[src/rtl/i2c_slave_ctrl.sv]
// Single-address I2C target: oversampled START/STOP detection, address match with ACK,
// write bytes delivered on rx_valid, read bytes fetched via tx_req. Open-drain SDA via sda_oe.
module i2c_slave_ctrl #(
  parameter logic [6:0] SLV_ADDR = 7'h50
) (
  input  logic       clk,
  input  logic       rst,
  input  logic       scl_in,
  input  logic       sda_in,
  output logic       sda_oe,
  input  logic [7:0] tx_data,
  output logic       tx_req,
  output logic [7:0] rx_data,
  output logic       rx_valid,
  output logic       busy
);

  localparam int unsigned CNT_W  = 3;
  localparam int unsigned BYTE_W = 8;

  typedef enum logic [2:0] {
    IDLE, ADDR, ADDR_ACK, WRITE, WR_ACK, READ, RD_ACK
  } state_e;

  state_e              state_q, state_d;
  logic [CNT_W-1:0]    bit_cnt_q, bit_cnt_d;
  logic [BYTE_W-1:0]   shift_q, shift_d;
  logic [BYTE_W-1:0]   rx_data_q, rx_data_d;
  logic                done_q, done_d;   // byte complete (ADDR/WRITE) or master ACK seen (RD_ACK)
  logic                rw_q, rw_d;
  logic                sda_oe_q, sda_oe_d;
  logic                rx_valid_q, rx_valid_d;
  logic                tx_req_q, tx_req_d;
  logic                busy_q, busy_d;

  logic scl_s1_q, scl_s2_q, scl_h_q;
  logic sda_s1_q, sda_s2_q, sda_h_q;
  logic scl_rise_c, scl_fall_c, start_c, stop_c;

  // Two-flop synchronisers plus history flops; idle bus level is high
  always_ff @(posedge clk or posedge rst) begin
    if (rst) begin
      scl_s1_q <= 1'b1; scl_s2_q <= 1'b1; scl_h_q <= 1'b1;
      sda_s1_q <= 1'b1; sda_s2_q <= 1'b1; sda_h_q <= 1'b1;
    end else begin
      scl_s1_q <= scl_in;   scl_s2_q <= scl_s1_q; scl_h_q <= scl_s2_q;
      sda_s1_q <= sda_in;   sda_s2_q <= sda_s1_q; sda_h_q <= sda_s2_q;
    end
  end

  assign scl_rise_c = scl_s2_q & ~scl_h_q;
  assign scl_fall_c = ~scl_s2_q & scl_h_q;
  assign start_c    = scl_s2_q & scl_h_q & sda_h_q & ~sda_s2_q;
  assign stop_c     = scl_s2_q & scl_h_q & ~sda_h_q & sda_s2_q;

  always_ff @(posedge clk or posedge rst) begin
    if (rst) begin
      state_q    <= IDLE;
      bit_cnt_q  <= 3'd7;
      shift_q    <= 8'h00;
      rx_data_q  <= 8'h00;
      done_q     <= 1'b0;
      rw_q       <= 1'b0;
      sda_oe_q   <= 1'b0;
      rx_valid_q <= 1'b0;
      tx_req_q   <= 1'b0;
      busy_q     <= 1'b0;
    end else begin
      state_q    <= state_d;
      bit_cnt_q  <= bit_cnt_d;
      shift_q    <= shift_d;
      rx_data_q  <= rx_data_d;
      done_q     <= done_d;
      rw_q       <= rw_d;
      sda_oe_q   <= sda_oe_d;
      rx_valid_q <= rx_valid_d;
      tx_req_q   <= tx_req_d;
      busy_q     <= busy_d;
    end
  end

  always_comb begin
    state_d    = state_q;
    bit_cnt_d  = bit_cnt_q;
    shift_d    = shift_q;
    rx_data_d  = rx_data_q;
    done_d     = done_q;
    rw_d       = rw_q;
    sda_oe_d   = sda_oe_q;
    rx_valid_d = 1'b0;
    tx_req_d   = 1'b0;

    if (stop_c) begin
      state_d   = IDLE;
      sda_oe_d  = 1'b0;
      done_d    = 1'b0;
      bit_cnt_d = 3'd7;
    end else if (start_c) begin
      state_d   = ADDR;
      sda_oe_d  = 1'b0;
      done_d    = 1'b0;
      bit_cnt_d = 3'd7;
    end else begin
      unique case (state_q)
        IDLE: ;
        ADDR, WRITE: begin
          if (scl_rise_c) begin
            shift_d   = {shift_q[6:0], sda_s2_q};
            bit_cnt_d = bit_cnt_q - 3'd1;
            if (bit_cnt_q == 3'd0) done_d = 1'b1;
          end else if (scl_fall_c && done_q) begin
            done_d    = 1'b0;
            bit_cnt_d = 3'd7;
            if (state_q == WRITE) begin
              rx_data_d  = shift_q;
              rx_valid_d = 1'b1;
              sda_oe_d   = 1'b1;
              state_d    = WR_ACK;
            end else if (shift_q[7:1] == SLV_ADDR) begin
              sda_oe_d = 1'b1;
              rw_d     = shift_q[0];
              tx_req_d = shift_q[0];
              state_d  = ADDR_ACK;
            end else begin
              state_d = IDLE;
            end
          end
        end
        ADDR_ACK, WR_ACK: begin
          if (scl_fall_c) begin
            bit_cnt_d = 3'd7;
            done_d    = 1'b0;
            if (state_q == ADDR_ACK && rw_q) begin
              shift_d  = tx_data;
              sda_oe_d = ~tx_data[7];
              state_d  = READ;
            end else begin
              sda_oe_d = 1'b0;
              state_d  = WRITE;
            end
          end
        end
        READ: begin
          // bit_cnt tracks the bit currently on the bus; shift_q[7] is that bit
          if (scl_fall_c) begin
            if (bit_cnt_q == 3'd0) begin
              sda_oe_d = 1'b0;
              done_d   = 1'b0;
              state_d  = RD_ACK;
            end else begin
              shift_d   = {shift_q[6:0], 1'b0};
              sda_oe_d  = ~shift_q[6];
              bit_cnt_d = bit_cnt_q - 3'd1;
            end
          end
        end
        RD_ACK: begin
          if (scl_rise_c) begin
            if (!sda_s2_q) begin
              tx_req_d = 1'b1;
              done_d   = 1'b1;
            end else begin
              state_d = IDLE;
            end
          end else if (scl_fall_c && done_q) begin
            done_d    = 1'b0;
            bit_cnt_d = 3'd7;
            shift_d   = tx_data;
            sda_oe_d  = ~tx_data[7];
            state_d   = READ;
          end
        end
        default: state_d = IDLE;
      endcase
    end

    busy_d = (state_d != IDLE);
  end

  assign sda_oe   = sda_oe_q;
  assign tx_req   = tx_req_q;
  assign rx_data  = rx_data_q;
  assign rx_valid = rx_valid_q;
  assign busy     = busy_q;

endmodule

[config.mk]
export PLATFORM = sky130hd
export DESIGN_NAME = i2c_slave_ctrl
export DESIGN_NICKNAME = d
export VERILOG_FILES = /design/src/rtl/i2c_slave_ctrl.sv
export SDC_FILE = /design/constraint.sdc
export NUM_CORES = 1
export LEC_CHECK = 0
export ABC_AREA = 1
export CORE_ASPECT_RATIO = 2
export CORE_MARGIN = 5
export CORE_UTILIZATION = 35
export CTS_CLUSTER_SIZE = 12
export DETAILED_ROUTE_END_ITERATION = 10
export PLACE_DENSITY = 0.57
export SLEW_MARGIN = 20
export SYNTH_ARGS = -nofsm -noshare
export SYNTH_HDL_FRONTEND = slang
export SYNTH_SLANG_ARGS = --single-unit
[constraint.sdc]
create_clock -name clk -period 3.7 [get_ports clk]
set_input_delay 0.925 -clock clk [delete_from_list [all_inputs] [get_ports clk]]
set_output_delay 0.925 -clock clk [all_outputs]
set_load 0.005 [all_outputs]
== Yosys cells after proc, flatten, opt, wreduce, memory -nomap -nowiden ==
Cells that the tools add are included.

* Bits in registers: 34
* Input port bits: 12
* Output and inout port bits: 12
* Logic and storage cells: 144

* $add $sub $neg: 1
* Equal/unequal tests: 25
* Muxes and demuxes: 70
* Bitwise logic cells: 17
* Reductions and logical operators: 15

{| class="wikitable"
|+ Operators by type and width
! operator !! number
|-
| 3-bit two-way mux || 20
|-
| 8-bit two-way mux || 7
|-
| 1-bit two-way mux || 36
|-
| 4-bit inequality test (second input constant) || 8
|-
| 8-bit one-hot mux with 4 select lines || 1
|-
| 5-bit inequality test (second input constant) || 3
|-
| 3-bit one-hot mux with 5 select lines || 1
|-
| 2-bit inequality test (second input constant) || 7
|-
| 3-bit one-hot mux with 4 select lines || 1
|-
| 6-bit AND reduction || 2
|-
| 1-bit inverter || 10
|-
| 10-bit AND reduction || 1
|-
| 3-bit equality test (second input constant) || 3
|-
| 1-bit one-hot mux with 4 select lines || 2
|-
| 8-bit AND reduction || 1
|-
| 1-bit AND || 7
|-
| 7-bit equality test (second input constant) || 1
|-
| 7-bit AND reduction || 1
|-
| 3-bit by 2-bit equality test with 1-bit output (second input constant) || 2
|-
| 3-bit zero test || 2
|-
| 6-bit nonzero test || 1
|-
| 5-bit AND reduction || 1
|-
| 4-bit nonzero test || 1
|-
| 2-bit OR reduction || 2
|-
| 6 further kinds || 7
|}

== Logic depth before layout (Yosys ltp) ==
Gate-level depths: netlist of run 1.

* Depth in word-level cells: 9
* Gate-level depth with buffers: 13
* Depth with buffers taken out: 12

== Worst setup path after synthesis of run 1 ==
Ideal clock, no wire load.

* Kind: register to register
* From: register bit_cnt_q[0]
* To: register shift_q[1]
* Setup time: 122 ps
* Arrival time: 1,528 ps
* Setup slack: 2,051 ps
* Stages on the path, launching flop included: 12
* Buffers on the path: 1
* Cell sequence: dfstp_2 inv_1 ha_1 nand2_1 nor2_1 inv_1 nand3_2 nor2_4 nand2_4 buf_6 nand2_2 o21ai_2

* Cells in the longest elaborated chain, start to end: 3

{| class="wikitable"
|+ RTL lines
! item !! RTL line !! source
|-
| start: declaration || 26 || <nowiki>logic [CNT_W-1:0] bit_cnt_q, bit_cnt_d;</nowiki>
|-
| start signal: assignment || 70 || <nowiki>bit_cnt_q <= bit_cnt_d;</nowiki>
|-
| 3-bit zero test || 146 || <nowiki>if (bit_cnt_q == 3'd0) begin</nowiki>
|-
| 2-bit inequality test (no source line) || -- ||
|-
| 10-bit AND reduction (no source line) || -- ||
|-
| end signal: assignment || 71 || <nowiki>shift_q <= shift_d;</nowiki>
|-
| end: declaration || 27 || <nowiki>logic [BYTE_W-1:0] shift_q, shift_d;</nowiki>
|}

Every way passes these cells.
A chain may end at the register's enable or synchronous reset.

== Worst setup path after layout of run 1 ==
* From: register rx_data_q[2], in the netlist rx_data[2]
* To: output port rx_data[2]

{| class="wikitable"
|+ RTL lines
! item !! RTL line !! source
|-
| start: declaration || 28 || <nowiki>logic [BYTE_W-1:0] rx_data_q, rx_data_d;</nowiki>
|-
| start signal: assignment || 72 || <nowiki>rx_data_q <= rx_data_d;</nowiki>
|-
| end: declaration || 13 || <nowiki>output logic [7:0] rx_data,</nowiki>
|}

No word-level cell between the ends.

==> flow_metrics.tcl, run 1 <==
set metrics [dict create \
    cts_tree "yes" \
    share_of_post_route_cells_with_drive_strength_above_1 0.207 \
    slew_headroom 0.707 \
    drc 0 \
    max_stage_delay_ps 510 \
    clk_path_buf_depth 2 \
    skew_ps 5.22 \
    clk_pin_slew_worst_paths_ps 60 \
    required_ps 2770 \
    insertion_delay_ps 280 \
    cts-resized-gates 0 \
    cts-buffers-inserted 5 \
    critical_path_peak_fanout 2 \
    setup.worst_path.class "flip-flop to primary output" \
    worst_setup_slack_for_register_to_register_paths_ps 1880 \
    grt.total_usage 0.150 \
    detail_route.iter0.violations 48 \
    global_route_wire_length_before_repair_um 8880 \
    vias 1874 \
    die-area_um2 7930 \
    netlist_instances 277 \
    timing_hold_violations_final 0 \
    critical_path.endpoint_type "primary output" \
    first_global_vias 1847 \
    worst_r2r_endpoint "shift_q[5]" \
    ant_nets 0 \
    post_synthesis_sequential_element_count 34 \
    synth_fp_nets 291 \
    dieHeight_um 121 \
    yosysWarningCount 0 \
    h-tree-depth 2 \
    area.growth.synth_to_final_pct 20.0 \
    run_status "finished, final reports clean" \
    dr.pass1.iters 4 \
    grt_overflow 0 \
    detail_route.wirelength_um 5360 \
    timing.max_cap.violations 0 \
    die_w_um 65.5 \
    cts-root-buf "sky130_fd_sc_hd__clkbuf_16" \
    cts_sinks 34 \
    placement.io_buffers 23 \
    min_period_ps 2080 \
    synth-seq-area-share 0.400 \
    core_region_area_um2 6010 \
    antenna_cells_inserted 0 \
    grt_antenna_before_repair 0 \
    crit_chain "clkdlybuf4s50_1" \
    tightestPinTransition_ps 438 \
    design.portCount 24 \
    largest_net_degree_at_the_start_of_global_routing 35 \
    cp.arrival_ps 1160 \
    mappedNetlistArea_um2 2160 \
    timing.critical_path.max_delay_family "buffers and inverters" \
    hold_buffers 0 \
    cp_num_buf_inv 1 \
    gp_routability_congestion 0.901 \
    min-delay-path-class "flip-flop to flip-flop" \
    finalSetupTns_ps 0 \
    report.power.total_mw 1.53 \
    powerDensity_nw_per_um2 590 \
    worst_slack_ps 1620 \
    cts.repair_timing.setup_buffer_count 0 \
    timing.rr.start "bit_cnt_q[0]" \
    dp_hpwl_um 4140 \
    hold_path_end "scl_s2_q" \
    avgSynthCellArea_um2 7.79 \
    hold_path_startpoint "scl_s1_q" \
    postLayoutCoreUtil 0.431 \
    floorplan.rows 40 \
    rr_worst_depth 10 \
    fmaxAchievable_ghz 0.480 \
    timing.critical_path.slowest_stage_cell "sky130_fd_sc_hd__clkdlybuf4s50_1" \
    worst_hold_path_stage_count 0 \
    critical_path.startpoint_type "flip-flop" \
    final_net_count 317 \
    leakage_component_of_the_power_nw 1.33 \
    report.final.setup_viol 0 \
    synth.lib_cells_used.distinct 28 \
    pre_cts_ws_ps 1810 \
    rsz0062_at_grt "false" \
    ir_worst_vdd_uv 420 \
    start_util 0.359 \
    timing.final.crit_share 0.563 \
    slew_viol_final 0 \
    via_per_inst 5.11 \
    detail_route.wl_per_cell_um 14.6 \
]
[Yosys cell counts]
| cell type | instances | share of area |
|---|---|---|
| sky130_fd_sc_hd__inv_1 | 17 | 0.030 |
| sky130_fd_sc_hd__nor2_2 | 3 | 0.0087 |
| sky130_fd_sc_hd__nand3_2 | 4 | 0.019 |
| sky130_fd_sc_hd__o21ai_0 | 8 | 0.019 |
| sky130_fd_sc_hd__dfstp_2 | 9 | 0.11 |
| sky130_fd_sc_hd__nand2_2 | 8 | 0.023 |
| sky130_fd_sc_hd__o21ai_1 | 2 | 0.0046 |
| sky130_fd_sc_hd__xor2_1 | 1 | 0.0041 |
| sky130_fd_sc_hd__nand2_4 | 6 | 0.031 |
| sky130_fd_sc_hd__a21oi_1 | 2 | 0.0046 |
| sky130_fd_sc_hd__ha_1 | 2 | 0.012 |
| sky130_fd_sc_hd__mux2i_1 | 7 | 0.032 |
| sky130_fd_sc_hd__a21oi_4 | 1 | 0.0075 |
| sky130_fd_sc_hd__nor2_4 | 3 | 0.016 |
| sky130_fd_sc_hd__o211ai_1 | 4 | 0.014 |
| sky130_fd_sc_hd__nand3_4 | 2 | 0.016 |
| sky130_fd_sc_hd__inv_4 | 4 | 0.012 |
| sky130_fd_sc_hd__inv_2 | 6 | 0.010 |
| sky130_fd_sc_hd__nand4_1 | 4 | 0.012 |
| sky130_fd_sc_hd__dfrtp_1 | 25 | 0.29 |
| sky130_fd_sc_hd__a31oi_1 | 1 | 0.0029 |
| sky130_fd_sc_hd__nand2_1 | 109 | 0.19 |
| sky130_fd_sc_hd__o21ai_2 | 8 | 0.032 |
| sky130_fd_sc_hd__nand3_1 | 17 | 0.039 |
| sky130_fd_sc_hd__nor2_1 | 17 | 0.030 |
| sky130_fd_sc_hd__nor3_1 | 1 | 0.0023 |
| sky130_fd_sc_hd__buf_6 | 5 | 0.026 |
| sky130_fd_sc_hd__o21bai_1 | 1 | 0.0035 |
[power breakdown]
part	internal [mW]	switching (mW)
clock network	0.317	0.168
logic	0.190	0.291
registers	0.466	0.0939
total	0.973	0.553
[registers in the layout (all words and copies together), names as in the netlist, 3 cells and up]
signal / cells
rx_data: 8
shift_q: 8
bit_cnt_q: 3
state_q: 3
[worst max-delay path by stage]
| stage | start | endpoint | cells past startpoint |
|---|---|---|---|
| 3_3_place_gp | tx_data[7] | sda_oe | 6 |
| 6_report | rx_data[2] | rx_data[2] | 1 |
| 5_1_grt | rx_data[6] | rx_data[6] | 1 |
| 4_1_cts | rx_data[7] | rx_data[7] | 1 |
| 3_5_place_dp | tx_data[7] | sda_oe | 6 |
| 2_1_floorplan | rst | busy | 1 |
[cell usage in the layout (no fill, tap or decap), drive strengths merged]
| cell type | n |
|---|---|
| bufinv | 1 |
| dfstp | 9 |
| xor2 | 1 |
| a21oi | 3 |
| o21ai | 18 |
| clkbuf | 5 |
| mux2i | 7 |
| nor3 | 1 |
| o211ai | 4 |
| ha | 2 |
| a31oi | 1 |
| clkdlybuf4s50 | 23 |
| nand2 | 123 |
| dfrtp | 25 |
| nand4 | 4 |
| nor2 | 23 |
| o21bai | 1 |
| nand3 | 23 |
| clkinvlp | 2 |
| buf | 1 |
| inv | 27 |
[per-stage QoR]
step	instances	cell area (um2)	hold WS [ps]
6_report	367	2590	355
5_1_grt	367	2590	358
4_1_cts	367	2590	356
3_5_place_dp	359	2420	348
3_3_place_gp	359	2420	346
2_1_floorplan	277	2160	345
[cell type report]
cell class | instances | area, um2
Fill cell | 646 | 3420
Multi-Input combinational cell | 211 | 1130
Sequential cell | 34 | 862
Timing Repair Buffer | 24 | 238
Clock buffer | 5 | 125
Inverter | 27 | 111
Tap cell | 63 | 78.8
Clock inverter | 3 | 45.0
[logic make-up (layout without fill, tap and decap cells)]
family	count (synthesis)	after routing	share of synthesized area
adders and majority gates	2	2	0.0116
and+or+nand+nor	174	174	0.386
muxes	7	7	0.0325
buffers and inverters	32	59	0.0777
AOI/OAI and AO/OA	27	27	0.0882
DFF	34	34	0.400
xor gates and xnor gates	1	1	0.00406
[per-layer routing]
| metal | routed length [um] | track usage | vias to the layer above | share of wire |
|---|---|---|---|---|
| met5 | 0 | 0 | - | 0 |
| met4 | 345 | 0.116 | 0 | 0.064 |
| met3 | 195 | 0.0232 | 25 | 0.036 |
| met2 | 2980 | 0.272 | 50 | 0.56 |
| met1 | 1840 | 0.146 | 864 | 0.34 |
| li1 | - | - | 935 | - |
(Power assumes the default switching activity.)
==> run 2: changes to the inputs <==
- clock period: 3.7 -> 2 ns (I/O delays scaled with it)
==> run 2 against run 1 <==
Against the previous run: non-clock buffer count is 1 higher; cell count rose by 0.27%; sequential share of layout area shrank 0.096 points; setup slack worse by 1400 ps; critical path depth rose by 9; first-iteration DRC count grew 40%; clock power increased by 82%; die area did not move; flip-flop and latch count stayed put; total power up 85%; via count grew 1.4%; global-route usage rose by 0.58 points; critical path type is now flip-flop to flip-flop.
==> flow_metrics.tcl, run 2 (synthesized netlist as in run 1, its figures left out) <==
set metrics [dict create \
    required_ps 2170 \
    global_route_wire_length_before_repair_um 9290 \
    clk_pin_slew_worst_paths_ps 60 \
    powerDensity_nw_per_um2 1090 \
    worst_setup_path_startpoint "bit_cnt_q[0]" \
    vias 1900 \
    grt_antenna_before_repair 0 \
    worst_r2r_endpoint "shift_q[5]" \
    final_net_count 318 \
    area_of_the_multi_input_gates_um2 1130 \
    drc 0 \
    largest_net_degree_at_the_start_of_global_routing 35 \
    design.portCount 24 \
    dp_hpwl_um 4420 \
    seqPwrFrac 0.367 \
    most-common-layout-cells "sky130_fd_sc_hd__nand2_1 (109), sky130_fd_sc_hd__dfrtp_1 (25), sky130_fd_sc_hd__clkdlybuf4s50_1 (23)" \
    placement.io_buffers 23 \
    area.growth.synth_to_final_pct 20.3 \
    antenna_cells_inserted 0 \
    dr.pass1.iters 4 \
    skew_ps 4.29 \
    report.final.setup_viol 0 \
    switching_power_mw 1.02 \
    min_period_ps 1790 \
    insertion_delay_ps 280 \
    switching_share 0.361 \
    cts-resized-gates 0 \
    ant_nets 0 \
    report.power.total_mw 2.82 \
    worst_hold_path_stage_count 0 \
    floorplan.rows 40 \
    slew_viol_final 0 \
    layout_commonest_cell "sky130_fd_sc_hd__nand2_1" \
    hold_path_startpoint "sda_s1_q" \
    via_per_inst 5.16 \
    detail_route.wirelength_um 5570 \
    share_of_post_route_cells_with_drive_strength_above_1 0.210 \
    fin_worst_hold_slack_ps 354 \
    hold_path_end "sda_s2_q" \
    comb_pwr_share 0.320 \
    run_status "finished, final reports clean" \
    cts_tree "yes" \
    start_util 0.359 \
    num-fill-cells 647 \
    die_w_um 65.5 \
    die-area_um2 7930 \
    worst_slack_ps 212 \
    core_region_area_um2 6010 \
    sequential_cell_area_um2 862 \
    timing.rr.start "bit_cnt_q[0]" \
    worst_setup_slack_for_register_to_register_paths_ps 210 \
    setup.worst_path.class "flip-flop to flip-flop" \
    hold_buffers 0 \
    cts.repair_timing.setup_buffer_count 0 \
    intPower_mw 1.80 \
    rr_worst_depth 10 \
    critical_path.endpoint_type "flip-flop" \
    timing.max_cap.violations 0 \
    postLayoutCoreUtil 0.432 \
    pre_cts_ws_ps 240 \
    h-tree-depth 2 \
    p_clk_frac 0.312 \
    detail_route.wl_per_cell_um 15.1 \
    cts-root-buf "sky130_fd_sc_hd__clkbuf_16" \
    timing.final.crit_share 0.894 \
    cp.arrival_ps 1950 \
    critical_path_peak_fanout 16 \
    min-delay-path-class "flip-flop to flip-flop" \
    slew_headroom 0.700 \
    tightestPinTransition_ps 449 \
    leakage_component_of_the_power_nw 1.34 \
    first_global_vias 1954 \
    fmaxAchievable_ghz 0.559 \
    detail_route.iter0.violations 67 \
    cts-buffers-inserted 5 \
    grt_overflow 0 \
    gp_routability_congestion 0.908 \
    dieHeight_um 121 \
    grt.total_usage 0.156 \
    rsz0062_at_grt "false" \
    finalSetupTns_ps 0 \
    clk_path_buf_depth 2 \
    ir_worst_vdd_uv 733 \
    critical_path.startpoint_type "flip-flop" \
    cts_sinks 34 \
    timing_hold_violations_final 0 \
]
## run 2: changes by cell type in the layout (fill, tap and decap cells not counted)
| cell | previous run | this run |
|---|---|---|
| sky130_fd_sc_hd__buf_4 | 1 | 2 |
## run 2: stage by stage
step / cell area, um2 / std cells
finish: 2590 / 368
detailed placement: 2420 / 360
global placement: 2420 / 360
global route: 2590 / 368
floorplan: 2160 / 277
CTS: 2590 / 368
## run 2: final cells by class
cell class	count	share of cell area
clock buffer	5	0.0482
inverter	27	0.0429
timing repair buffer	25	0.0945
sequential	34	0.332
clock inverter	3	0.0174
tap	63	0.0304
multi-input combinational	211	0.434
## run 2: worst max-delay path by stage
stage                            end  slack [ps]  cells after the start
after floorplan           shift_q[1]         350                     11
after global placement    shift_q[6]         290                     10
after detailed placement  shift_q[5]         240                     10
after CTS                 shift_q[5]         210                     10
after global routing      shift_q[2]         130                     10
final                     shift_q[5]         210                     10
## run 2: power by group through the flow
stage / Combinational [mW] / Sequential, mW / Clock, mW
final: 0.903 / 1.04 / 0.881
after detailed placement: 0.914 / 1.05 / 0
after global routing: 1.02 / 1.06 / 0.944
after CTS: 0.916 / 1.04 / 0.906
after floorplan: 0.759 / 0.971 / 0
after global placement: 0.899 / 1.04 / 0
## run 2: routing by layer
metal	vias up	GRT usage	wire length [um]
met3	18	0.0222	130
met1	906	0.147	1950
li1	935	-	-
met5	-	0	0
met4	0	0.103	292
met2	41	0.297	3200
## run 2: worst max-delay path, cell delays in order, from the launching register on
cell,delay (ps)
sky130_fd_sc_hd__dfstp_2,550
sky130_fd_sc_hd__inv_1,70
sky130_fd_sc_hd__ha_1,190
sky130_fd_sc_hd__nand2_1,130
sky130_fd_sc_hd__nor2_1,80
sky130_fd_sc_hd__inv_1,80
sky130_fd_sc_hd__nand3_2,100
sky130_fd_sc_hd__nor2_4,130
sky130_fd_sc_hd__nand2_4,150
sky130_fd_sc_hd__nand2_1,120
sky130_fd_sc_hd__o21ai_2,50
